$ cat src/rtl/mips_pkg.sv
// Shared opcode/funct constants, FSM state enum and instruction classifier
// for the multi-cycle MIPS core.
package mips_pkg;

    localparam int NumRegs = 32;
    localparam int RegAw   = 5;

    localparam logic [5:0] OpRtype = 6'h00;
    localparam logic [5:0] OpJ     = 6'h02;
    localparam logic [5:0] OpJal   = 6'h03;
    localparam logic [5:0] OpBeq   = 6'h04;
    localparam logic [5:0] OpBne   = 6'h05;
    localparam logic [5:0] OpAddi  = 6'h08;
    localparam logic [5:0] OpLw    = 6'h23;
    localparam logic [5:0] OpSw    = 6'h2B;

    localparam logic [5:0] FnSll = 6'h00;
    localparam logic [5:0] FnSrl = 6'h02;
    localparam logic [5:0] FnJr  = 6'h08;
    localparam logic [5:0] FnAdd = 6'h20;
    localparam logic [5:0] FnSub = 6'h22;
    localparam logic [5:0] FnAnd = 6'h24;
    localparam logic [5:0] FnOr  = 6'h25;
    localparam logic [5:0] FnSlt = 6'h2A;

    typedef enum logic [2:0] {StIf, StId, StEx, StMem, StWb, StHalt} state_e;

    typedef enum logic [3:0] {
        InsAlu, InsJr, InsAddi, InsLw, InsSw, InsBeq, InsBne, InsJ, InsJal, InsBad
    } ins_e;

    // Collapse opcode/funct into the handful of behaviours the FSM cares about
    function automatic ins_e decode(input logic [31:0] ir);
        ins_e ins;
        ins = InsBad;
        case (ir[31:26])
            OpRtype: begin
                case (ir[5:0])
                    FnAdd, FnSub, FnAnd, FnOr, FnSlt, FnSll, FnSrl: ins = InsAlu;
                    FnJr:    ins = InsJr;
                    default: ins = InsBad;
                endcase
            end
            OpJ:     ins = InsJ;
            OpJal:   ins = InsJal;
            OpBeq:   ins = InsBeq;
            OpBne:   ins = InsBne;
            OpAddi:  ins = InsAddi;
            OpLw:    ins = InsLw;
            OpSw:    ins = InsSw;
            default: ins = InsBad;
        endcase
        return ins;
    endfunction

endpackage

$ cat src/rtl/mips_regfile.sv
// 32x32 register file: two combinational read ports, one synchronous write
// port, register 0 hardwired to zero.
module mips_regfile
    import mips_pkg::*;
(
    input  logic             i_clk,
    input  logic             i_rst,
    input  logic [RegAw-1:0] i_ra1,
    input  logic [RegAw-1:0] i_ra2,
    input  logic [RegAw-1:0] i_wa,
    input  logic             i_we,
    input  logic [31:0]      i_wd,
    output logic [31:0]      o_rd1,
    output logic [31:0]      o_rd2
);

    logic [31:0] r_regs [NumRegs];

    // Synchronous clear on reset; writes to register 0 are dropped
    always_ff @(posedge i_clk) begin
        if (i_rst) begin
            for (int i = 0; i < NumRegs; i++) begin
                r_regs[i] <= '0;
            end
        end else if (i_we && (i_wa != '0)) begin
            r_regs[i_wa] <= i_wd;
        end
    end

    assign o_rd1 = (i_ra1 == '0) ? '0 : r_regs[i_ra1];
    assign o_rd2 = (i_ra2 == '0) ? '0 : r_regs[i_ra2];

endmodule

$ cat src/rtl/multi_cycle_mips.sv
// Multi-cycle MIPS subset core: IF/ID/EX/MEM/WB sequencing with handshaked
// instruction fetch and data memory, halting on unsupported instructions.
module multi_cycle_mips
    import mips_pkg::*;
#(
    parameter int unsigned DMEM_AW  = 7,
    parameter logic [31:0] RESET_PC = 32'h0
) (
    input  logic               clk,
    input  logic               rst,
    output logic [31:0]        IR_addr,
    output logic               IR_req,
    input  logic [31:0]        IR,
    input  logic               IR_valid,
    output logic               CEN,
    output logic               WEN,
    output logic               OEN,
    output logic [DMEM_AW-1:0] A,
    output logic [31:0]        Data2Mem,
    input  logic [31:0]        ReadDataMem,
    input  logic               mem_ready,
    output logic               halted
);

    state_e      r_state, w_state_next;
    logic [31:0] r_pc, r_ir, r_rs, r_rt, r_imm, r_alu, r_mdr;
    ins_e        w_ins;
    logic [31:0] w_pc4, w_br_target, w_j_target, w_alu;
    logic [31:0] w_rd1, w_rd2, w_wd;
    logic [4:0]  w_wa;
    logic        w_we, w_fetch;

    assign w_ins       = decode(r_ir);
    assign w_pc4       = r_pc + 32'd4;
    assign w_br_target = w_pc4 + {r_imm[29:0], 2'b00};
    assign w_j_target  = {w_pc4[31:28], r_ir[25:0], 2'b00};

    // ALU result; for loads/stores it is the byte address, for jal the link value
    always_comb begin
        w_alu = '0;
        case (w_ins)
            InsAlu: begin
                case (r_ir[5:0])
                    FnAdd:   w_alu = r_rs + r_rt;
                    FnSub:   w_alu = r_rs - r_rt;
                    FnAnd:   w_alu = r_rs & r_rt;
                    FnOr:    w_alu = r_rs | r_rt;
                    FnSlt:   w_alu = {31'b0, ($signed(r_rs) < $signed(r_rt))};
                    FnSll:   w_alu = r_rt << r_ir[10:6];
                    FnSrl:   w_alu = r_rt >> r_ir[10:6];
                    default: w_alu = '0;
                endcase
            end
            InsAddi, InsLw, InsSw: w_alu = r_rs + r_imm;
            InsJal:                w_alu = w_pc4;
            default:               w_alu = '0;
        endcase
    end

    // Next-state and handshake strobes; strobes idle high outside MEM
    always_comb begin
        w_state_next = r_state;
        w_fetch      = 1'b0;
        CEN          = 1'b1;
        WEN          = 1'b1;
        OEN          = 1'b1;
        unique case (r_state)
            StIf: begin
                w_fetch = 1'b1;
                if (IR_valid) w_state_next = StId;
            end
            StId: w_state_next = StEx;
            StEx: begin
                case (w_ins)
                    InsAlu, InsAddi, InsJal: w_state_next = StWb;
                    InsLw, InsSw:            w_state_next = StMem;
                    InsBad:                  w_state_next = StHalt;
                    default:                 w_state_next = StIf;
                endcase
            end
            StMem: begin
                CEN = 1'b0;
                if (w_ins == InsLw) OEN = 1'b0;
                else                WEN = 1'b0;
                if (mem_ready) w_state_next = (w_ins == InsLw) ? StWb : StIf;
            end
            StWb:    w_state_next = StIf;
            StHalt:  w_state_next = StHalt;
            default: w_state_next = StIf;
        endcase
    end

    // State register
    always_ff @(posedge clk) begin
        if (rst) r_state <= StIf;
        else     r_state <= w_state_next;
    end

    // Datapath registers: IR, operand latches, ALU/MDR results and PC updates
    always_ff @(posedge clk) begin
        if (rst) begin
            r_pc  <= RESET_PC;
            r_ir  <= '0;
            r_rs  <= '0;
            r_rt  <= '0;
            r_imm <= '0;
            r_alu <= '0;
            r_mdr <= '0;
        end else begin
            case (r_state)
                StIf: if (IR_valid) r_ir <= IR;
                StId: begin
                    r_rs  <= w_rd1;
                    r_rt  <= w_rd2;
                    r_imm <= {{16{r_ir[15]}}, r_ir[15:0]};
                end
                StEx: begin
                    r_alu <= w_alu;
                    case (w_ins)
                        InsBeq:  r_pc <= (r_rs == r_rt) ? w_br_target : w_pc4;
                        InsBne:  r_pc <= (r_rs != r_rt) ? w_br_target : w_pc4;
                        InsJ:    r_pc <= w_j_target;
                        InsJr:   r_pc <= r_rs;
                        default: ;
                    endcase
                end
                StMem: begin
                    if (mem_ready) begin
                        if (w_ins == InsLw) r_mdr <= ReadDataMem;
                        else                r_pc  <= w_pc4;
                    end
                end
                StWb:    r_pc <= (w_ins == InsJal) ? w_j_target : w_pc4;
                default: ;
            endcase
        end
    end

    // Register write-back; reset suppresses any pending write
    assign w_we = (r_state == StWb) && !rst;
    assign w_wa = (w_ins == InsAlu) ? r_ir[15:11] :
                  (w_ins == InsJal) ? 5'd31 : r_ir[20:16];
    assign w_wd = (w_ins == InsLw) ? r_mdr : r_alu;

    mips_regfile u_regfile (
        .i_clk (clk),
        .i_rst (rst),
        .i_ra1 (r_ir[25:21]),
        .i_ra2 (r_ir[20:16]),
        .i_wa  (w_wa),
        .i_we  (w_we),
        .i_wd  (w_wd),
        .o_rd1 (w_rd1),
        .o_rd2 (w_rd2)
    );

    // Fetch request is masked while reset is held so it rises only after release
    assign IR_req   = w_fetch && !rst;
    assign IR_addr  = r_pc;
    assign A        = r_alu[DMEM_AW+1:2];
    assign Data2Mem = r_rt;
    assign halted   = (r_state == StHalt);

endmodule

$ cat config.mk
export PLATFORM = sky130hd
export DESIGN_NAME = multi_cycle_mips
export DESIGN_NICKNAME = d
export VERILOG_FILES = /design/src/rtl/mips_pkg.sv /design/src/rtl/mips_regfile.sv /design/src/rtl/multi_cycle_mips.sv
export SDC_FILE = /design/constraint.sdc
export NUM_CORES = 2
export LEC_CHECK = 0
export ABC_AREA = 1
export BUFFER_PORTS_ARGS = -buffer_cell sky130_fd_sc_hd__buf_2
export CORE_MARGIN = 2
export CORE_UTILIZATION = 25
export DETAILED_ROUTE_END_ITERATION = 16
export PLACE_DENSITY = 0.5
export SETUP_SLACK_MARGIN = 0.15
export SYNTH_ARGS = -nofsm -noshare
export SYNTH_HDL_FRONTEND = slang
export SYNTH_SLANG_ARGS = --single-unit
export TNS_END_PERCENT = 50
$ cat constraint.sdc
create_clock -name clk -period 14.2 [get_ports clk]
set_input_delay 2.84 -clock clk [delete_from_list [all_inputs] [get_ports clk]]
set_output_delay 2.84 -clock clk [all_outputs]
set_load 0.05 [all_outputs]
Word-level counts from Yosys, hierarchy flattened
Memories as Yosys holds them, arrays and structs flattened. A register that Yosys moved wholly into a read port is not among the register bits.
Index checks and enable logic that the tools add are counted.
Widths: inputs -> output; s select.
{ "word_totals": {"register_bits": 211, "latch_bits": 0, "ramBits": 1024, "rom_bits": 0, "output_inout_bits": 76, "wordCells": 113, "mem_count": 1} }
{ "op_classes": {"add_sub_neg": 5, "n_mul": 0, "div": 0, "order_cmp": 1, "n_eq_ne": 34, "shift": 2, "mux": 39, "bitwise_logic": 2, "n_reduce_logical": 21} }
{ "mem_list": {"columns": ["name", "words", "width", "read_ports", "rd_ports_with_merged_regs", "write_ports", "line_no", "source"], "rows": [
  ["u_regfile.r_regs", 32, 32, 2, 2, 32, "mips_regfile.sv:17", "logic [31:0] r_regs [NumRegs];"]
]} }
{ "ops": {"columns": ["cell", "count"], "rows": [
  ["$mux 32", 8],
  ["$pmux 32 s7", 1],
  ["$pmux 32 s3", 2],
  ["$pmux 32 s4", 1],
  ["$add 32x32->32", 3],
  ["$eq 6x6->1 const B", 7],
  ["$mux 5", 7],
  ["$add 32x3->32 const B", 1],
  ["$and 32x32->32", 1],
  ["$eq 32x32->1", 1],
  ["$lt 32x32->1", 1],
  ["$ne 32x32->1", 1],
  ["$or 32x32->32", 1],
  ["$pmux 4 s8", 1],
  ["$reduce_or 32->1", 1],
  ["$shl 32x5->32", 1],
  ["$shr 32x5->32", 1],
  ["$sub 32x32->32", 1],
  ["$mux 28", 1],
  ["$eq 6x2->1 const B", 3],
  ["$eq 4x3->1 const B", 4],
  ["$pmux 3 s5", 1],
  ["$eq 6x3->1 const B", 2],
  ["$eq 6x4->1 const B", 2],
  ["26 further kinds", 51]
]} }

Longest topological paths before layout
{ "logic_depth": {"ltp_word": 14, "mapped_depth": 28} }

Hierarchy
Synthesis repeated with hierarchy kept, for this count alone.
{ "unflattened": {"cells_unflattened": 11326, "hier_area_um2": 79840.3} }
{ "by_module_without_submodules": {"columns": ["module", "instances", "cells_per_inst", "area_each_um2"], "rows": [
  ["mips_regfile", 1, 7252, 56525.5],
  ["multi_cycle_mips", 1, 4074, 23314.9]
]} }

Least setup slack after synthesis
OpenSTA, ideal clock, no wires.
{ "synth_path": {"path_type": "input-to-output", "start": "input rst", "end": "output IR_req", "t_arrival_ps": 3854, "required_time_ps": 11360, "path_slack_ps": 7506, "stages": 3, "cell_sequence": "clkbuf_1 clkbuf_1 nor2_1"} }
{ "synth_via": {"elab_chain_len": 2} }
{ "synth_lines": {"columns": ["item", "line_no", "source"], "rows": [
  ["start: declaration", "multi_cycle_mips.sv:10", "input logic rst,"],
  ["$logic_not 1->1", "multi_cycle_mips.sv:158", "assign IR_req = w_fetch && !rst;"],
  ["$logic_and 1x1->1", "multi_cycle_mips.sv:158", null],
  ["end: declaration", "multi_cycle_mips.sv:12", "output logic IR_req,"]
]} }
No other way between the ends.

==> metrics.cfg <==
[route]
drc_errors = 0
wirelength_mm = 381
routedWlPerCell_um = 28.2
antenna_left = 0
viasPerCell = 5.60
firstDrtPassIters = 7
drtIter0Drc = 9853
vias = 75844

[sta]
rsz0062_at_grt = no
fmax_ghz = 0.160
slew_viol_final = 0
finalCriticalPeriod_ns = 6.24
slew_headroom_pct = 11.3
whs_ns = 0.458
hold_violations = 0
setup_tns_ns = 0
worst_slack_ns = 7.96
tightest_slew_ns = 1.33
period_share_pct = 43.9
finalSetupViolations = 0
worst_clock_skew_ns = 0.104

[outcome]
outcome = completed

[cells_and_area]
finalNonFillerCells = 13545
drive_above_1_share_pct = 8.82
final_area_mm2 = 0.0874
nFillCells = 33051
seq_area_mm2 = 0.0352
multi_input_area_mm2 = 0.0380
final_net_count = 9548
area_growth_pct = 12.2

[placement]
dp_hpwl_mm = 261
port-buffer-count = 143
gp_congestion = 0.983
placed_cell_area_mm2 = 0.0828
place_ws_ns = 7.64
dp.cells = 13289

[floorplanning]
io_pins = 144
die_h_um = 562
rows = 204
die_area_mm2 = 0.316
initial_utilization_pct = 25.2
die_x_um = 562
coreArea_mm2 = 0.309

[power]
ir_worst_vdd_v = 0.0000989
p_per_area_mw_per_mm2 = 193
power.leakage_nw = 30.6

[synth]
syn_area_mm2 = 0.0779
synth_top_family_by_area = simple AND/OR/NAND/NOR gates
synth_enable_flop_cells = 1024
yosysSeqAreaShare_pct = 45.2
synth_common_cells = nand2_1 (1881), nor2_1 (1435), edfxtp_1 (1024)
synth_seq_cells = 1245
netlist_instances = 9595
yosys-top-cells-area = edfxtp_1 (39%), nand2_1 (9.1%), nor2_1 (6.9%)
synth_top_area_share_pct = 39.5
yosys.area.top_type = edfxtp_1
ys_types = 57
synth_top_flop_cell = edfxtp_1
yosys_warnings = 0
synth.avg_cell_area_um2 = 8.12
synth_simple_gate_area_share_pct = 22.9
synth-xor-area-share_pct = 0.360
async_reset_ff_share_pct = 0
synth_compound_area_share_pct = 18.8
synth_fa_ha_area_share_pct = 2.62
yosysMostFrequentCell = nand2_1
synth_mux_area_share_pct = 3.46

[clock_tree]
numCtsBuffers = 148
cts_sinks = 1245
ctsResizeCount = 0
clk_pin_slew_worst_paths_ns = 0.06
cts_root_buf = clkbuf_16
htree_levels = 4
clock_latency_ns = 0.86
post_cts_buffers = 0
postCtsHoldBufs = 0
clock_path_buffers = 4
cts_tree = yes

[global_routing]
grt_pass1_wl_mm = 535
antenna_found_initial = 20
grt.total_usage_pct = 23.1
grt_max_degree = 160
grt_pass1_vias = 71470
grt.overflow.total = 0

[setup_path]
crit_path_end_kind = flip-flop
cp.arrival_ns = 6.71
worstPathRequired_ns = 14.68
critPathLaunchType = flip-flop
worst-setup-path-type = reg -> reg
critPathMaxFanout = 50

[run]
drv_cap = 0

[min_path]
hold_path_class = reg -> reg

## routing by layer
| metal | global-route usage, % | wire length (um) | vias to the layer above |
|---|---|---|---|
| met5 | 0 | 52 | - |
| met2 | 35.8 | 168000 | 4205 |
| met1 | 31.2 | 160000 | 37568 |
| li1 | - | - | 33330 |
| met4 | 11.5 | 21300 | 8 |
| met3 | 3.81 | 32900 | 733 |
## per-stage QoR
stage | total power (W) | utilization [%]
after floorplan | 0.00941 | -
after global placement | 0.0128 | 26.8
after detailed placement | 0.0129 | 26.8
after CTS | 0.0166 | 28.2
after global routing | 0.0174 | 28.2
final | 0.0168 | 28.2
## final timing paths
check | start | end | slack [ns] | depth (start not counted)
max reg2reg | r_ir[28] | u_regfile.r_regs[24][8] | 7.96 | 16
max | r_ir[28] | u_regfile.r_regs[24][8] | 7.96 | 16
min reg2reg | r_mdr[7] | r_mdr[7] | 0.46 | 2
min | r_mdr[7] | r_mdr[7] | 0.46 | 2
## state kept, by name (all words and copies together) (netlist names), 16 cells and up, named ones only
register / cells
Data2Mem: 32
r_alu: 32
r_rs: 32
r_imm: 16
u_regfile.r_regs: 1024
IR_addr: 32
r_ir: 32
r_mdr: 32
## report_power, final
part	internal (W)	total, W	switching, W
Sequential	0.00422	0.00470	0.000484
Clock	0.00213	0.00378	0.00165
Combinational	0.00196	0.00834	0.00638
## cell families (layout without fill, tap and decap cells)
logic type / Yosys count / after routing
AO/OA/AOI/OAI: 2319 / 2319
flip-flops: 1245 / 1245
buffers and inverters: 1325 / 1118
other: 1 / 38
XOR/XNOR: 32 / 32
AND/OR/NAND/NOR: 4243 / 4243
adder cells (fa/ha/maj): 161 / 161
multiplexers: 269 / 269
## worst max-delay path, cell delays in order (launching register included)
cell	delay, ns
dfxtp_1	0.33
nor2_2	0.23
nand3_2	0.79
nand2_1	0.36
nor2_1	0.13
a21oi_2	0.18
nand3_1	0.20
nor2_4	0.15
buf_4	0.43
nand2_1	0.14
nand2_2	0.17
inv_2	0.11
nor2_4	0.17
nand3_4	0.60
buf_4	0.63
o21ai_4	0.73
buf_4	0.44
## area by class of cell
class	count	area share (%)
timing repair buffer	361	2.79
tap	4120	5.90
inverter	507	2.20
multi-input combinational	7056	43.5
antenna	6	0.0172
clock inverter	75	0.766
clock buffer	175	4.48
sequential	1245	40.3
## layout by cell type (no fill, tap or decap), types with 17 or more instances in the layout
master and n:
a21oi_1 663, a22oi_1 25, a32oi_1 257, buf_2 142, buf_4 212, clkbuf_1 20, clkbuf_16 152, clkinv_1 28
clkinv_2 29, conb_1 32, dfxtp_1 207, edfxtp_1 1024, ha_1 157, inv_1 471, inv_2 24, mux2i_1 269
nand2_1 1854, nand2_2 30, nand3_1 509, nand3b_1 20, nand4_1 58, nand4_2 20, nor2_1 1429, nor2_2 17
nor3_1 176, nor3_2 66, o211ai_1 293, o21a_1 23, o21ai_0 632, o21ai_2 20, o21ai_4 19, o21bai_1 22
o221ai_1 266, o22ai_1 43, or2_2 27, xor2_1 26
Power figures use the tool's default switching activity.
